<file path="src/rtl/imem_pkg.sv">
// Shared constants and state type for the instruction-image loader and reader.
package imem_pkg;

  localparam int unsigned IMEM_W    = 64;
  localparam int unsigned BYTE_W    = 8;
  localparam int unsigned NUM_BYTES = IMEM_W / BYTE_W;
  localparam int unsigned IDX_W     = $clog2(NUM_BYTES);

  typedef enum logic [1:0] {
    IDLE   = 2'd0,
    STREAM = 2'd1,
    DONE   = 2'd2
  } state_t;

endpackage

</file>
<file path="src/rtl/imem_byte_reader.sv">
// Captures a packed 64-bit instruction image and streams it out byte-wise, oldest first.
// Optional IMEM_LOOP_EN: replay the captured image forever, done pulses once per pass.
module imem_byte_reader
  import imem_pkg::*;
(
  input  logic              clk,
  input  logic              rst,
  input  logic              load,
  input  logic [IMEM_W-1:0] imem_in,
  input  logic              fetch_ready,
  output logic [BYTE_W-1:0] instr_out,
  output logic              instr_valid,
  output logic [IDX_W-1:0]  pc_out,
  output logic              busy,
  output logic              done
);

  state_t            state, state_n;
  logic [IMEM_W-1:0] shreg, shreg_n;
  logic [IDX_W-1:0]  pc_n;
  logic              valid_n, busy_n, done_n;
  logic              xfer, last;

`ifdef IMEM_LOOP_EN
  logic [IMEM_W-1:0] img_copy, img_copy_n;
`endif

  // Presented byte is always the head of the shift register; it empties to zero after the last byte.
  assign instr_out = shreg[IMEM_W-1 -: BYTE_W];
  assign xfer      = instr_valid & fetch_ready;
  assign last      = (pc_out == IDX_W'(NUM_BYTES - 1));

  always_ff @(posedge clk) begin
    if (rst) begin
      state       <= IDLE;
      shreg       <= '0;
      pc_out      <= '0;
      instr_valid <= 1'b0;
      busy        <= 1'b0;
      done        <= 1'b0;
`ifdef IMEM_LOOP_EN
      img_copy    <= '0;
`endif
    end else begin
      state       <= state_n;
      shreg       <= shreg_n;
      pc_out      <= pc_n;
      instr_valid <= valid_n;
      busy        <= busy_n;
      done        <= done_n;
`ifdef IMEM_LOOP_EN
      img_copy    <= img_copy_n;
`endif
    end
  end

  always_comb begin
    state_n = state;
    shreg_n = shreg;
    pc_n    = pc_out;
    valid_n = instr_valid;
    busy_n  = busy;
`ifdef IMEM_LOOP_EN
    done_n     = 1'b0;
    img_copy_n = img_copy;
`else
    done_n  = done;
`endif

    unique case (state)
      IDLE, DONE: begin
        if (load) begin
          state_n = STREAM;
          shreg_n = imem_in;
          pc_n    = '0;
          valid_n = 1'b1;
          busy_n  = 1'b1;
          done_n  = 1'b0;
`ifdef IMEM_LOOP_EN
          img_copy_n = imem_in;
`endif
        end
      end

      STREAM: begin
        if (xfer) begin
          pc_n = pc_out + IDX_W'(1);
          if (last) begin
            done_n = 1'b1;
`ifdef IMEM_LOOP_EN
            shreg_n = img_copy;
`else
            state_n = DONE;
            shreg_n = shreg << BYTE_W;
            valid_n = 1'b0;
            busy_n  = 1'b0;
`endif
          end else begin
            shreg_n = shreg << BYTE_W;
          end
        end
      end

      default: begin
        state_n = IDLE;
        shreg_n = '0;
        pc_n    = '0;
        valid_n = 1'b0;
        busy_n  = 1'b0;
        done_n  = 1'b0;
      end
    endcase
  end

endmodule

</file>
<file path="config.mk">
export PLATFORM = sky130hd
export DESIGN_NAME = imem_byte_reader
export DESIGN_NICKNAME = d
export VERILOG_FILES = /design/src/rtl/imem_pkg.sv /design/src/rtl/imem_byte_reader.sv
export SDC_FILE = /design/constraint.sdc
export NUM_CORES = 1
export LEC_CHECK = 0
export BUFFER_PORTS_ARGS = -buffer_cell sky130_fd_sc_hd__buf_4
export CAP_MARGIN = 15
export CORE_MARGIN = 2
export CORE_UTILIZATION = 35
export CTS_BUF_LIST = sky130_fd_sc_hd__clkbuf_8
export CTS_CLUSTER_SIZE = 28
export DETAILED_ROUTE_END_ITERATION = 8
export GPL_TIMING_DRIVEN = 0
export PLACE_DENSITY = 0.62
export RECOVER_POWER = 50
export SLEW_MARGIN = 10
export SYNTH_ARGS = -nofsm -noshare
export SYNTH_HDL_FRONTEND = slang
export SYNTH_SLANG_ARGS = --single-unit
</file>
<file path="constraint.sdc">
create_clock -name clk -period 1.5 [get_ports clk]
set_input_delay 0.15 -clock clk [delete_from_list [all_inputs] [get_ports clk]]
set_output_delay 0.15 -clock clk [all_outputs]
set_load 0.02 [all_outputs]
</file>
==> impl_metrics.tcl <==
set metrics [dict create \
    num_vias 3105 \
    num_rows 35 \
    cts_tree "done" \
    ys_seq_area_share_pct 42.4 \
    wl_um 9360 \
    power_density_mw_per_mm2 1140 \
    crit_type "register to register" \
    final_area_mm2 0.00431 \
    period_needed_ns 1.42 \
    grt_max_degree 14 \
    place_area_mm2 0.00404 \
    max-cap-violations 0 \
    setup_viol 0 \
    die_w_um 101 \
    h-tree-depth 3 \
    crit_path_max_fanout 10 \
    holdPathEnd "shreg[2]$_SDFFE_PP0P_" \
    cts_num_sinks 70 \
    endpoint_kind "register" \
    startpoint "busy$_SDFFE_PP0P_" \
    leakagePower_uw 0.00186 \
    dp.cells 582 \
    drc 0 \
    grt_pass1_vias 2998 \
    synth-warning-count 0 \
    grt_pass1_wl_um 14800 \
    dieHeight_um 101 \
    yosys.cell_types.count 29 \
    fin_skew_ns 0.00666 \
    r2r_cells 5 \
    ant_nets 0 \
    core_mm2 0.00920 \
    synth.top_cell.area_share_pct 42.4 \
    final_nets 554 \
    wl_met2_um 4530 \
    worst_setup_path_start_kind "register" \
    synthTopCellsByArea "dfxtp_1 42%, nor2b_1 11%, o22ai_1 9.1%" \
    m1WireLength_um 4350 \
    layout_common_cells "81 x buf_4, 67 x dfxtp_1, 59 x nand2_1, 57 x nor2b_1, 48 x o22ai_1" \
    first_iter_violations 182 \
    root_buffer "clkbuf_8" \
    clk_path_buf_depth 2 \
    initial_core_util_pct 35.9 \
    cts_inserted_buffers 9 \
    gp_congestion 0.843 \
    synth_nets 461 \
    path_clk_slew_ns 0.08 \
    overflow 0 \
    grt_usage_pct 18.3 \
    via_per_inst 5.18 \
    relSlewSlack_pct 65.6 \
    netlist_instances 391 \
    yosysTopAreaCell "dfxtp_1" \
    top_layer "met4" \
    insertion_delay_ns 0.35 \
    ir_drop_v 0.000519 \
    fin_util_pct 46.9 \
    antenna_found_initial 0 \
    min_period_over_period_pct 94.7 \
    antennaDiodeCount 0 \
    layout-drive-gt1-share_pct 26.4 \
    layout.cells.non_filler 600 \
    fmax_ghz 0.704 \
    hpwl_um 6850 \
    syn2layout_area_growth_pct 30.6 \
    hold_viol 0 \
    pin_count 82 \
    drt_pass1_iterations 5 \
    crit_required_ns 1.77 \
    finalWorstSetupSlack_ns 0.0796 \
    r2r_slack_ns 0.08 \
    syn_area_mm2 0.00330 \
    r2r_start "busy$_SDFFE_PP0P_" \
    crit_arrival_ns 1.69 \
    route.met3.wl_um 416 \
    max_slew.worst_pin.slew_ns 0.516 \
    hp-start "imem_in[2]" \
    final_common_cell "buf_4" \
    ys_ff_latch 70 \
    io_buffer_count 80 \
    wl_per_cell_um 15.6 \
    worstHoldPathCells 3 \
    status "finished clean" \
    pre_cts_slack_ns -0.151 \
    r2r_end "shreg[39]$_SDFFE_PP0P_" \
    die_area_mm2 0.0102 \
    rsz0062_at_grt "no" \
    worstHoldPathType "input pin to register" \
    syn-mean-instance-area_um2 8.45 \
    drv_slew 0 \
]
cell families (layout without fill, tap and decap cells):
logic type | after synthesis | count (layout) | share of synthesized area, %
buffers and inverters | 47 | 145 | 7.88
and+or+nand+nor | 142 | 142 | 23.4
adders and majority gates | 2 | 2 | 0.757
AOI/OAI and AO/OA | 124 | 124 | 23.8
muxes | 6 | 6 | 1.82
DFF | 70 | 70 | 42.4
routing by layer:
| metal | vias up | track usage (%) |
|---|---|---|
| met5 | - | 0 |
| met4 | 0 | 4.99 |
| met3 | 4 | 4.28 |
| met2 | 86 | 29.6 |
| met1 | 1454 | 24.6 |
| li1 | 1561 | - |
power by group:
group          total [uW]  switching, uW  internal [uW]
clock network        1880            770           1110
logic                 927            484            443
registers            2100           89.3           2010
registers in the layout, summed over array words and instances, names as in the netlist:
signal,count
shreg,64
state,1
busy,1
pc_out,3
done,1
what timing repair did:
action | in CTS | in global routing
hold buffers | 1 | 0
setup buffers | 0 | 1
endpoints found under the hold margin | 2 | 0
setup endpoints to repair | 49 | 49
pin swaps | 0 | 1
gates resized for setup | 8 | 16
cell usage after synthesis (all sizes together):
cell type and number:
nand2 60, a21o 1, clkinv 1, o22ai 48, nand3 3, a211o 1, a2111o 8, a21oi 48
nand4b 8, buf 32, nor2 3, o2bb2a 1, nor2b 58, o211a 8, o21ai 9, or3 1
ha 2, dfxtp 70, and3b 8, clkbuf 14, nand2b 1, mux2i 6
how the worst max path moves through the flow:
stage                                         to  slack, ns  cells after the start
after floorplan           shreg[25]$_SDFFE_PP0P_       0.04                      5
after global placement    shreg[20]$_SDFFE_PP0P_      -0.09                      5
after detailed placement  shreg[20]$_SDFFE_PP0P_      -0.15                      5
after CTS                 shreg[31]$_SDFFE_PP0P_      0.009                      5
after global routing      shreg[42]$_SDFFE_PP0P_       0.01                      5
final                     shreg[39]$_SDFFE_PP0P_       0.08                      5
through the flow:
stage | total power (uW) | setup TNS, ns | hold WS (ns)
floorplan | 2710 | 0 | 0.222
global placement | 3040 | -1.86 | 0.359
detailed placement | 3060 | -3.96 | 0.359
CTS | 4940 | 0 | 0.0413
global route | 5120 | 0 | 0.0496
finish | 4910 | 0 | 0.0435
final cells by class:
class	instances	area (um2)
fillers	911	4880
multi-input cells	274	1660
flip-flops and latches	70	1410
repair buffers	82	573
plain buffers	46	285
well taps	111	139
clock buffers	9	124
clock inverters	7	121
inverters	1	3.75
critical path: stages, from the launching register on:
cell and delay [ns]:
dfxtp_4 0.38, nand2_4 0.11, a211o_1 0.38, buf_6 0.17
buf_6 0.14, o22ai_1 0.17
Power figures use the tool's default switching activity.
